## src/rtl/alt_vipcti131_fifo_rd_pkg.sv

```systemverilog
// Shared definitions for the clocked-video-input FIFO read controller:
// FSM state encoding, word field positions and the overflow counter width.
package alt_vipcti131_fifo_rd_pkg;

   typedef enum logic [2:0] {
      ST_IDLE   = 3'd0,
      ST_FILL   = 3'd1,
      ST_STREAM = 3'd2,
      ST_FLUSH  = 3'd3,
      ST_RESYNC = 3'd4
   } rd_state_e;

   localparam int OVF_CNT_WIDTH = 8;

   // A FIFO word is {eop, sop, pixel}, so the flag positions follow the pixel width.
   function automatic int sop_bit(input int pixelWidth);
      return pixelWidth;
   endfunction

   function automatic int eop_bit(input int pixelWidth);
      return pixelWidth + 1;
   endfunction

endpackage

```

## src/rtl/alt_vipcti131_fifo_rd_skid.sv

```systemverilog
// Two-entry buffer that absorbs the FIFO read latency; the incoming word is
// visible at the head in the same cycle it arrives when the buffer is empty.
module alt_vipcti131_fifo_rd_skid #(
   parameter int WIDTH = 20
) (
   input  logic             clk,
   input  logic             reset_n,
   input  logic             i_clear,
   input  logic             i_limit1,
   input  logic             i_push,
   input  logic [WIDTH-1:0] i_din,
   input  logic             i_pop,
   input  logic             i_inflight,
   output logic             o_head_valid,
   output logic [WIDTH-1:0] o_head,
   output logic             o_empty,
   output logic             o_credit
);

   logic [WIDTH-1:0] r_mem0;
   logic [WIDTH-1:0] r_mem1;
   logic [1:0]       r_count;
   logic [WIDTH-1:0] w_e0;
   logic [WIDTH-1:0] w_e1;
   logic [1:0]       w_occ;
   logic [1:0]       w_cap;
   logic [1:0]       w_level;

   // Logical queue is {mem0, mem1, din} truncated to count+push entries.
   assign w_e0         = (r_count != 2'd0) ? r_mem0 : i_din;
   assign w_e1         = (r_count == 2'd2) ? r_mem1 : i_din;
   assign o_head       = w_e0;
   assign o_head_valid = (r_count != 2'd0) || i_push;
   assign o_empty      = (r_count == 2'd0);
   assign w_level      = r_count + {1'b0, i_push};

   assign w_occ    = r_count + {1'b0, i_inflight};
   assign w_cap    = i_limit1 ? 2'd1 : 2'd2;
   assign o_credit = (w_occ < w_cap) || ((w_occ == w_cap) && i_pop);

   always_ff @(posedge clk or negedge reset_n) begin
      if (!reset_n) begin
         r_count <= 2'd0;
         r_mem0  <= '0;
         r_mem1  <= '0;
      end else if (i_clear) begin
         r_count <= 2'd0;
      end else begin
         r_count <= w_level - {1'b0, i_pop};
         r_mem0  <= i_pop ? w_e1  : w_e0;
         r_mem1  <= i_pop ? i_din : w_e1;
      end
   end

endmodule

```

## src/rtl/alt_vipcti131_fifo_read_ctrl.sv

```systemverilog
// Read-side controller for the CVI pixel FIFO: threshold start, Avalon-ST
// output, packet-boundary stop and overflow flush/resync to the next sop.
module alt_vipcti131_fifo_read_ctrl
   import alt_vipcti131_fifo_rd_pkg::*;
#(
   parameter  int PIXEL_WIDTH = 18,
   parameter  int FIFO_DEPTH  = 1920,
   parameter  int USEDW_WIDTH = $clog2(FIFO_DEPTH),
   parameter  int START_LEVEL = 8,
   localparam int DATA_WIDTH  = PIXEL_WIDTH + 2
) (
   input  logic                     clk,
   input  logic                     reset_n,
   input  logic                     enable,
   output logic                     fifo_rdreq,
   input  logic [DATA_WIDTH-1:0]    fifo_q,
   input  logic                     fifo_rdempty,
   input  logic [USEDW_WIDTH-1:0]   fifo_rdusedw,
   input  logic                     overflow_in,
   output logic                     overflow_clear,
   output logic [PIXEL_WIDTH-1:0]   dout_data,
   output logic                     dout_sop,
   output logic                     dout_eop,
   output logic                     dout_valid,
   input  logic                     dout_ready,
   output logic                     packet_aborted,
   output logic [OVF_CNT_WIDTH-1:0] overflow_count,
   output logic [2:0]               state_out
);

   localparam int SOP_BIT = sop_bit(PIXEL_WIDTH);
   localparam int EOP_BIT = eop_bit(PIXEL_WIDTH);

   rd_state_e                r_state;
   rd_state_e                w_next_state;
   logic                     r_inflight;
   logic                     r_stopping;
   logic                     r_sop_open;
   logic                     r_packet_aborted;
   logic                     r_overflow_clear;
   logic [OVF_CNT_WIDTH-1:0] r_ovf_count;

   logic                     w_read_allowed;
   logic                     w_limit1;
   logic                     w_push;
   logic                     w_pop;
   logic                     w_ovf;
   logic                     w_stop_now;
   logic                     w_flush_done;
   logic                     w_credit;
   logic                     w_head_valid;
   logic                     w_empty;
   logic                     w_open_next;
   logic                     w_level_ok;
   logic [DATA_WIDTH-1:0]    w_head;

   // The sticky flag is not re-sampled while its clear pulse is in flight.
   assign w_ovf = overflow_in && !r_overflow_clear &&
                  ((r_state == ST_FILL) || (r_state == ST_STREAM) || (r_state == ST_RESYNC));
   assign w_stop_now   = (r_state == ST_STREAM) && r_inflight && fifo_q[EOP_BIT] && !enable;
   assign w_flush_done = (r_state == ST_FLUSH) && fifo_rdempty && !r_inflight;
   assign w_level_ok   = (fifo_rdusedw >= USEDW_WIDTH'(START_LEVEL));

   always_comb begin
      w_next_state   = r_state;
      w_read_allowed = 1'b0;
      w_limit1       = 1'b0;
      w_push         = 1'b0;
      case (r_state)
         ST_IDLE: begin
            if (enable) w_next_state = ST_FILL;
         end
         ST_FILL: begin
            if (w_ovf)           w_next_state = ST_FLUSH;
            else if (!enable)    w_next_state = ST_IDLE;
            else if (w_level_ok) w_next_state = ST_STREAM;
         end
         ST_STREAM: begin
            w_read_allowed = !r_stopping && !w_stop_now;
            w_push         = r_inflight;
            if (w_ovf) w_next_state = ST_FLUSH;
            else if (r_stopping && w_empty && !r_inflight) w_next_state = ST_IDLE;
         end
         ST_FLUSH: begin
            w_read_allowed = 1'b1;
            if (w_flush_done) w_next_state = ST_RESYNC;
         end
         ST_RESYNC: begin
            w_read_allowed = 1'b1;
            w_limit1       = 1'b1;
            w_push         = r_inflight && fifo_q[SOP_BIT];
            if (w_ovf)       w_next_state = ST_FLUSH;
            else if (w_push) w_next_state = ST_FILL;
         end
         default: w_next_state = ST_IDLE;
      endcase
   end

   alt_vipcti131_fifo_rd_skid #(.WIDTH(DATA_WIDTH)) u_skid (
      .clk          (clk),
      .reset_n      (reset_n),
      .i_clear      (w_ovf),
      .i_limit1     (w_limit1),
      .i_push       (w_push),
      .i_din        (fifo_q),
      .i_pop        (w_pop),
      .i_inflight   (r_inflight),
      .o_head_valid (w_head_valid),
      .o_head       (w_head),
      .o_empty      (w_empty),
      .o_credit     (w_credit)
   );

   // Only STREAM presents data, so a sop word parked by RESYNC waits for the fill level.
   assign dout_valid = w_head_valid && (r_state == ST_STREAM);
   assign w_pop      = dout_valid && dout_ready;
   assign fifo_rdreq = w_read_allowed && !fifo_rdempty && w_credit;
   assign dout_data  = w_head[PIXEL_WIDTH-1:0];
   assign dout_sop   = w_head[SOP_BIT];
   assign dout_eop   = w_head[EOP_BIT];

   assign w_open_next = w_pop ? (w_head[EOP_BIT] ? 1'b0 : (w_head[SOP_BIT] | r_sop_open))
                              : r_sop_open;

   always_ff @(posedge clk or negedge reset_n) begin
      if (!reset_n) begin
         r_state          <= ST_IDLE;
         r_inflight       <= 1'b0;
         r_stopping       <= 1'b0;
         r_sop_open       <= 1'b0;
         r_packet_aborted <= 1'b0;
         r_overflow_clear <= 1'b0;
         r_ovf_count      <= '0;
      end else begin
         r_state          <= w_next_state;
         r_inflight       <= fifo_rdreq;
         r_stopping       <= (w_next_state == ST_STREAM) && (r_stopping || w_stop_now);
         r_sop_open       <= w_ovf ? 1'b0 : w_open_next;
         r_packet_aborted <= w_ovf && w_open_next;
         r_overflow_clear <= w_flush_done;
         if (w_ovf && (r_ovf_count != '1)) r_ovf_count <= r_ovf_count + 1'b1;
      end
   end

   assign overflow_clear = r_overflow_clear;
   assign packet_aborted = r_packet_aborted;
   assign overflow_count = r_ovf_count;
   assign state_out      = r_state;

endmodule
```

## config.mk

```make
export PLATFORM = sky130hd
export DESIGN_NAME = alt_vipcti131_fifo_read_ctrl
export DESIGN_NICKNAME = d
export VERILOG_FILES = /design/src/rtl/alt_vipcti131_fifo_rd_pkg.sv /design/src/rtl/alt_vipcti131_fifo_rd_skid.sv /design/src/rtl/alt_vipcti131_fifo_read_ctrl.sv
export SDC_FILE = /design/constraint.sdc
export NUM_CORES = 1
export LEC_CHECK = 0
export BUFFER_PORTS_ARGS = -buffer_cell sky130_fd_sc_hd__clkbuf_2
export CELL_PAD_IN_SITES_DETAIL_PLACEMENT = 1
export CELL_PAD_IN_SITES_GLOBAL_PLACEMENT = 2
export CORE_MARGIN = 5
export CORE_UTILIZATION = 36
export CTS_CLUSTER_SIZE = 16
export DETAILED_ROUTE_END_ITERATION = 8
export PLACE_DENSITY = 0.92
export SYNTH_ARGS = -nofsm -noshare
export SYNTH_HDL_FRONTEND = slang
export SYNTH_SLANG_ARGS = --single-unit
```

## constraint.sdc

```tcl
create_clock -name clk -period 2.25 [get_ports clk]
set_clock_uncertainty 0.05 [all_clocks]
set_input_delay 0.1125 -clock clk [delete_from_list [all_inputs] [get_ports clk]]
set_output_delay 0.1125 -clock clk [all_outputs]
set_load 0.02 [all_outputs]
```

==> results.md, run 1 <==
* Status: complete, no violations
* Routed wire length at 8826 µm
* Routed len/inst at 17.62 µm
* WHS at 18.13 ps
* Global-route wire length before repair at 14460 µm
* Util after Layout at 0.4720
* Flops & latches, synth at 58
* Share of layout cells above drive strength 1 at 0.4692
* Net Switching at 2.624 mW
* Vias per cell at 5.138
* Slew @ Worst Pin at 780.5 ps
* Antenna-violating nets left at 0
* CTS sink cnt at 58
* Vias at 2574
* Post-synth EDFFs at 0
* R2R setup slack at 170 ps
* Pwr dens at 1501 mW/mm²
* Max-slew violation count at 0
* Netlist Area Pre-Place at 0.003382 mm²
* Clk buf depth at 2
* CP Capture Type: output pin
* RSZ-0062 raised after global routing: true
* Worst-path clk slew at 70 ps
* GRT Util Overall at 0.1589
* Post-synth cell types at 48
* GPL Wtd Cong at 0.7802
* Fin Setup TNS at 0 ps
* Post-synth net total at 331
* CP cell instances: ha_4 -> xor2_1 -> ha_1 -> a21oi_2 -> a31oi_1 -> a211oi_2 -> buf_4
* H-tree levels at 3
* Synth top area cells: dfrtp_1, mux2_2, mux2_4
* Antenna violations before repair at 0
* Clk_lat worst skew at 330 ps
* Max-slew headroom at 0.4796
* Worst-path maximum fanout at 3
* Worst setup SP type: register
* Cells after DPL at 464
* Critical Path AT at 2020 ps
* Nets at 429
* HPWL Detailed at 6092 µm
* FILL cells at 1015
* Root Buffer: clkbuf_8
* Logic pwr share at 0.539
* Die Wd at 106.9 µm
* Net Sw Frac at 0.4029
* Inserted Clock Buffers at 9
* Sequential share of the synthesized area at 0.4292
* Total gr overflow at 0
* Highest Clock Rate at 458.5 MHz
* Min-delay worst type: in2reg
* WS Path Type: reg2out
* Tcrit/Tclk final at 0.9693
* Vias in the first global route at 2878
* Area of the core at 0.009196 mm²
* Cell Int Power at 3.889 mW
* DRC Markers at 0
* Initial Utilization at 0.3678
* Row count at 35
* Die height at 106.9 µm
* Final instance area at 0.004340 mm²
* Final count of negative-setup-slack endpoints at 0
* Crit path largest cell delay at 440 ps
* Post-synth top area share at 0.4292
* Initial DRC count at 59
* Layout Cells excl Fill at 501
* Max Cap Viol at 0
* CTS tree: done
* # IOs at 72
* Final hold violation count at 0
* Cells after Synth at 288
* Area after DPL at 0.003856 mm²
* Leakage at 2.026 nW
* IO Port Bufs at 68
* Area Growth Syn to Fin at 28.34%
* Area leader, netlist: dfrtp_1
* Peak VDD IR at 0.6362 mV
* Ant. Diodes at 0
* Pre-Repair DR Iteration Count at 4
* Clock power frac at 0.164
* Ys flop type: dfrtp_1
* Syn Area/Cell at 11.74 µm²
* Die ar. at 0.01143 mm²
* Largest net degree at the start of global routing at 59
* Async SR Flop Fraction at 1.000
* CP Data Required Time at 2090 ps
* Crit path max-delay cell type: dfrtp_2
* Yosys warns at 0
* Seq pwr share at 0.296
* Period minus WS final at 2181 ps
[critical path: cells and delay by family (launching register included)]
kind | cells | cell delay, ps
xor gates and xnor gates | 1 | 140
adders and majority gates | 2 | 490
buffers and inverters | 1 | 180
AOI/OAI and AO/OA | 3 | 440
DFF | 1 | 440
[state kept, by name, summed over array words and instances, names as in the netlist]
register and flops:
r_sop_open 1, r_inflight 1, state_out 3, r_stopping 1, u_skid.r_mem1 20, u_skid.r_count 2
u_skid.r_mem0 20, overflow_clear 1, overflow_count 8, packet_aborted 1
[path summary, 6_finish.rpt]
| check | end | from | cells after the start |
|---|---|---|---|
| max | fifo_rdreq | r_inflight$_DFF_PN0_ | 7 |
| max in group asynchronous | r_inflight$_DFF_PN0_ | reset_n | 3 |
| min reg2reg | u_skid.r_mem0[7]$_DFFE_PN0N_ | u_skid.r_mem0[7]$_DFFE_PN0N_ | 2 |
| min | u_skid.r_mem1[11]$_DFFE_PN0N_ | fifo_q[11] | 2 |
| min in group asynchronous | overflow_count[6]$_DFFE_PN0P_ | reset_n | 3 |
| max reg2reg | u_skid.r_count[1]$_DFF_PN0_ | state_out[0]$_DFF_PN0_ | 9 |
[cell type report]
| type | count | area, µm² | area share |
|---|---|---|---|
| multi-input combinational | 205 | 1814 | 0.4180 |
| sequential | 58 | 1456 | 0.3355 |
| timing repair buffer | 103 | 674.4 | 0.1554 |
| clock buffer | 14 | 192.7 | 0.04439 |
| tap | 111 | 138.9 | 0.03200 |
| inverter | 9 | 33.78 | 0.007783 |
| clock inverter | 1 | 30.03 | 0.006918 |
[Yosys cell counts (4+ instances only)]
| library cell | instances |
|---|---|
| inv_1 | 9 |
| xor2_1 | 5 |
| and3_1 | 4 |
| nor4_1 | 4 |
| dfrtp_1 | 58 |
| mux2_4 | 20 |
| nor3_1 | 4 |
| o21ai_0 | 20 |
| buf_6 | 7 |
| mux2_2 | 39 |
| mux2i_1 | 21 |
| nand2_1 | 30 |
| buf_2 | 6 |
| ha_1 | 6 |
| o21ai_1 | 4 |
| a21oi_1 | 4 |
[per-stage QoR]
| stage | worst slack, ps | power, mW |
|---|---|---|
| 5_1_grt | -32.06 | 6.952 |
| 4_1_cts | 18.71 | 6.444 |
| 2_1_floorplan | 55.76 | 4.365 |
| 6_report | 69.16 | 6.514 |
| 3_5_place_dp | 121.7 | 5.260 |
| 3_3_place_gp | 192.9 | 5.088 |
[power groups by stage]
stage	clock, mW	sequential (mW)	combinational [mW]
2_1_floorplan	0	1.90	2.47
3_3_place_gp	0	1.90	3.19
3_5_place_dp	0	1.94	3.32
4_1_cts	1.10	1.92	3.42
5_1_grt	1.14	1.99	3.82
6_report	1.07	1.93	3.51
[layout by cell type, fill, tap and decap left out, types with 2 or more instances in the layout]
cell type      count
o21ai_0           20
mux2_2            39
nand2b_1           3
xor2_1             5
clkbuf_2          67
nor2b_1            2
ha_1               5
nor4_1             4
nor3_1             2
a31oi_1            3
xnor2_1            3
dfrtp_1           54
nor2_1             3
nor2_4             2
buf_12             2
mux2i_1           21
inv_1              9
o21ai_1            4
dlygate4sd3_1     13
and3_1             4
nor3b_1            2
a21oi_1            3
nand2_1           30
buf_4             19
dfrtp_2            4
mux2_4            20
nand3_1            3
clkbuf_8          14
[metal layers]
metal | up-vias | part of all wire | global-route usage
met4 | 0 | 0.0091 | 0.05936
met2 | 54 | 0.53 | 0.2783
met3 | 8 | 0.021 | 0.01987
met1 | 1284 | 0.44 | 0.1998
li1 | 1228 | - | -
met5 | - | 0 | 0
[logic make-up after synthesis]
logic type,after synthesis,share of synthesized area
buffers and inverters,25,0.04772
DFF,58,0.4292
adders and majority gates,6,0.02220
and+or+nand+nor,65,0.1073
muxes,81,0.2841
xor gates and xnor gates,9,0.02553
AOI/OAI and AO/OA,44,0.08398
[repair_timing]
item / in CTS / in global routing
gates resized for setup: 7 / 8
endpoints found under the hold margin: 70 / 0
buffers inserted: 4 / 5
hold buffers: 13 / 0
pin swaps: 1 / 3
setup endpoints to repair: 1 / 2
Power figures use the tool's default switching activity.
==> run 2, diff against run 1 <==
- RECOVER_POWER: not set -> 100
==> run 2 against run 1 <==
Against the previous run:
- the run now ends with capacitance limit, slew limit left
- via count fell by 0.54%
- first-iteration DRC count fell by 5.1%
- sequential share of layout area rose by 0.24 points
- flip-flop and latch count did not move
- largest cell class unchanged
- critical path depth did not move
- global-route usage did not move
- die area did not move
- sequential power barely moved
- final cell count did not move
- utilization fell by 0.34 points
- clock power barely moved
- setup slack got worse by 1.9 ps
==> results.md, run 2 (synthesized netlist as in run 1, its figures left out) <==
* Inserted Clock Buffers at 9 (unchanged)
* Initial Utilization at 0.3678 (unchanged)
* Pwr Total at 6.466 mW (was 6.514 mW)
* Status: complete, but fails checks (was complete, no violations)
* CP cell instances: ha_4 -> xor2_1 -> ha_1 -> a21oi_2 -> a31oi_1 -> a211oi_2 -> buf_4 (unchanged)
* Pre-Repair DR Iteration Count at 4 (unchanged)
* Net Sw Frac at 0.4042 (was 0.4029)
* Worst setup SP type: register (unchanged)
* Area Growth Syn to Fin at 27.41% (was 28.34%)
* Final instance area at 0.004309 mm² (was 0.004340 mm²)
* Worst-path clk slew at 70 ps (about the same)
* Max-slew headroom at -0.01263 (was 0.4796)
* GRT Util Overall at 0.1589 (unchanged)
* Peak VDD IR at 0.6231 mV (was 0.6362 mV)
* Layout Cells excl Fill at 501 (unchanged)
* Leakage at 1.980 nW (was 2.026 nW)
* Net Switching at 2.614 mW (was 2.624 mW)
* Logic pwr share at 0.536 (was 0.539)
* Worst path bufs/invs at 1 (unchanged)
* Cells after DPL at 464 (unchanged)
* Worst-path maximum fanout at 3 (unchanged)
* Die ar. at 0.01143 mm² (unchanged)
* Max-slew violation count at 59 (was 0)
* Global-route wire length before repair at 14460 µm (unchanged)
* Routed wire length at 8812 µm (was 8826 µm)
* Clock power frac at 0.166 (was 0.164)
* Failing checks: capacitance limit, slew limit
* Most frequent cells in the layout: clkbuf_2, dfrtp_1, mux2_2 (unchanged)
* Area of the core at 0.009196 mm² (unchanged)
* Die height at 106.9 µm (unchanged)
* Tcrit/Tclk final at 0.9701 (was 0.9693)
* Pwr dens at 1501 mW/mm² (about the same)
* Cell Int Power at 3.852 mW (was 3.889 mW)
* H-tree levels at 3 (unchanged)
* Die Wd at 106.9 µm (unchanged)
* HPWL Detailed at 6092 µm (unchanged)
* WS Path Type: reg2out (unchanged)
* CP Capture Type: output pin (unchanged)
* Util after Layout at 0.4686 (was 0.4720)
* Final count of negative-setup-slack endpoints at 0 (unchanged)
* Worst slack, placed at 121.7 ps (unchanged)
* Cell family with most CP delay: adder cells (unchanged)
* CP Data Required Time at 2090 ps (about the same)
* Seq pwr share at 0.298 (was 0.296)
* Clk buf depth at 2 (unchanged)
* Period minus WS final at 2183 ps (was 2181 ps)
* Vias at 2560 (was 2574)
* PnR worst setup slack at 67.29 ps (was 69.16 ps)
* Highest Clock Rate at 458.1 MHz (was 458.5 MHz)
* Vias in the first global route at 2878 (unchanged)
* CTS sink cnt at 58 (unchanged)
* Slew @ Worst Pin at 1519 ps (was 780.5 ps)
* Root Buffer: clkbuf_8 (unchanged)
* Vias per cell at 5.110 (was 5.138)
* Share of layout cells above drive strength 1 at 0.4308 (was 0.4692)
* Nets at 429 (unchanged)
* # IOs at 72 (unchanged)
* Final hold violation count at 0 (unchanged)
* Antenna-violating nets left at 0 (unchanged)
* IO Port Bufs at 68 (unchanged)
* Critical Path AT at 2020 ps (about the same)
* Max Cap Viol at 1 (was 0)
* Initial DRC count at 56 (was 59)
* Crit path largest cell delay at 440 ps (about the same)
* Row count at 35 (unchanged)
* Most common cell after layout, fill and taps aside: clkbuf_2 (unchanged)
* Total gr overflow at 0 (unchanged)
* Min-delay worst type: in2reg (unchanged)
* Area after DPL at 0.003856 mm² (unchanged)
* FILL cells at 1023 (was 1015)
* Routed len/inst at 17.59 µm (was 17.62 µm)
* Ant. Diodes at 0 (unchanged)
* DRC Markers at 0 (unchanged)
* CTS tree: done (unchanged)
* Crit path max-delay cell type: dfrtp_2 (unchanged)
* GPL Wtd Cong at 0.7802 (unchanged)
* RSZ-0062 raised after global routing: true (unchanged)
* Clk_lat worst skew at 330 ps (about the same)
* Antenna violations before repair at 0 (unchanged)
* Largest net degree at the start of global routing at 59 (unchanged)
==> run 2: cell types whose count changed in the layout (fill, tap and decap cells not counted) <==
cell,before,now
o2111ai_1,0,1
o2111a_2,1,0
clkbuf_1,0,13
o2111a_1,0,1
buf_4,19,16
clkbuf_2,67,57
o2111ai_2,1,0
==> run 2: per-stage QoR <==
stage	TNS, ps	hold slack (ps)
floorplan	0	-233.1
global placement	0	257.0
detailed placement	0	259.9
CTS	0	2.385
global route	-32.06	2.502
finish	0	16.44
==> run 2: what timing repair did <==
| action | 4_1_cts | 5_1_grt |
|---|---|---|
| setup buffers | 4 | 5 |
| endpoints found under the hold margin | 70 | 0 |
| resized for setup | 7 | 8 |
| gates cloned | 0 | 0 |
| setup endpoints to repair | 1 | 2 |
| pin swaps | 1 | 3 |
| hold buffers | 13 | 0 |
==> run 2: power by group through the flow <==
| stage | Clock, mW | Combinational (mW) | Sequential [mW] |
|---|---|---|---|
| after floorplan | 0 | 2.47 | 1.90 |
| after global placement | 0 | 3.19 | 1.90 |
| after detailed placement | 0 | 3.32 | 1.94 |
| after CTS | 1.10 | 3.42 | 1.92 |
| after global routing | 1.14 | 3.78 | 1.99 |
| final | 1.07 | 3.47 | 1.93 |
==> run 2: layout make-up <==
class | instances | area, µm² | area share
Timing Repair Buffer | 103 | 650.6 | 0.1510
Sequential cell | 58 | 1456 | 0.3380
Inverter | 9 | 33.78 | 0.007840
Multi-Input combinational cell | 205 | 1807 | 0.4193
Clock inverter | 1 | 30.03 | 0.006969
Tap cell | 111 | 138.9 | 0.03223
Clock buffer | 14 | 192.7 | 0.04472
==> run 2: worst register-to-register path: stages (launching register included) <==
cell and delay [ps]:
dfrtp_2 460, buf_12 150, nor2b_1 240, o21ai_0 150, ha_1 310, inv_1 70
ha_1 150, xor2_1 180, xnor2_1 140, nor2_1 50
==> run 2: metal layers <==
layer | track usage | vias up | share of wire
met3 | 0.01987 | 7 | 0.019
met5 | 0 | - | 0
met4 | 0.05936 | 0 | 0.0092
li1 | - | 1231 | -
met1 | 0.1998 | 1282 | 0.45
met2 | 0.2783 | 40 | 0.53
==> run 2: path summary, 6_finish.rpt <==
kind | startpoint | to | slack [ps] | cells past startpoint
worst max-delay path | r_inflight$_DFF_PN0_ | fifo_rdreq | 70 | 7
worst min-delay path | fifo_q[11] | u_skid.r_mem1[11]$_DFFE_PN0N_ | 20 | 2
worst max register to register | state_out[0]$_DFF_PN0_ | u_skid.r_count[1]$_DFF_PN0_ | 170 | 9
worst min register to register | u_skid.r_mem0[7]$_DFFE_PN0N_ | u_skid.r_mem0[7]$_DFFE_PN0N_ | 430 | 2
max in group asynchronous | reset_n | r_inflight$_DFF_PN0_ | 420 | 3
min in group asynchronous | reset_n | overflow_count[6]$_DFFE_PN0P_ | 740 | 3
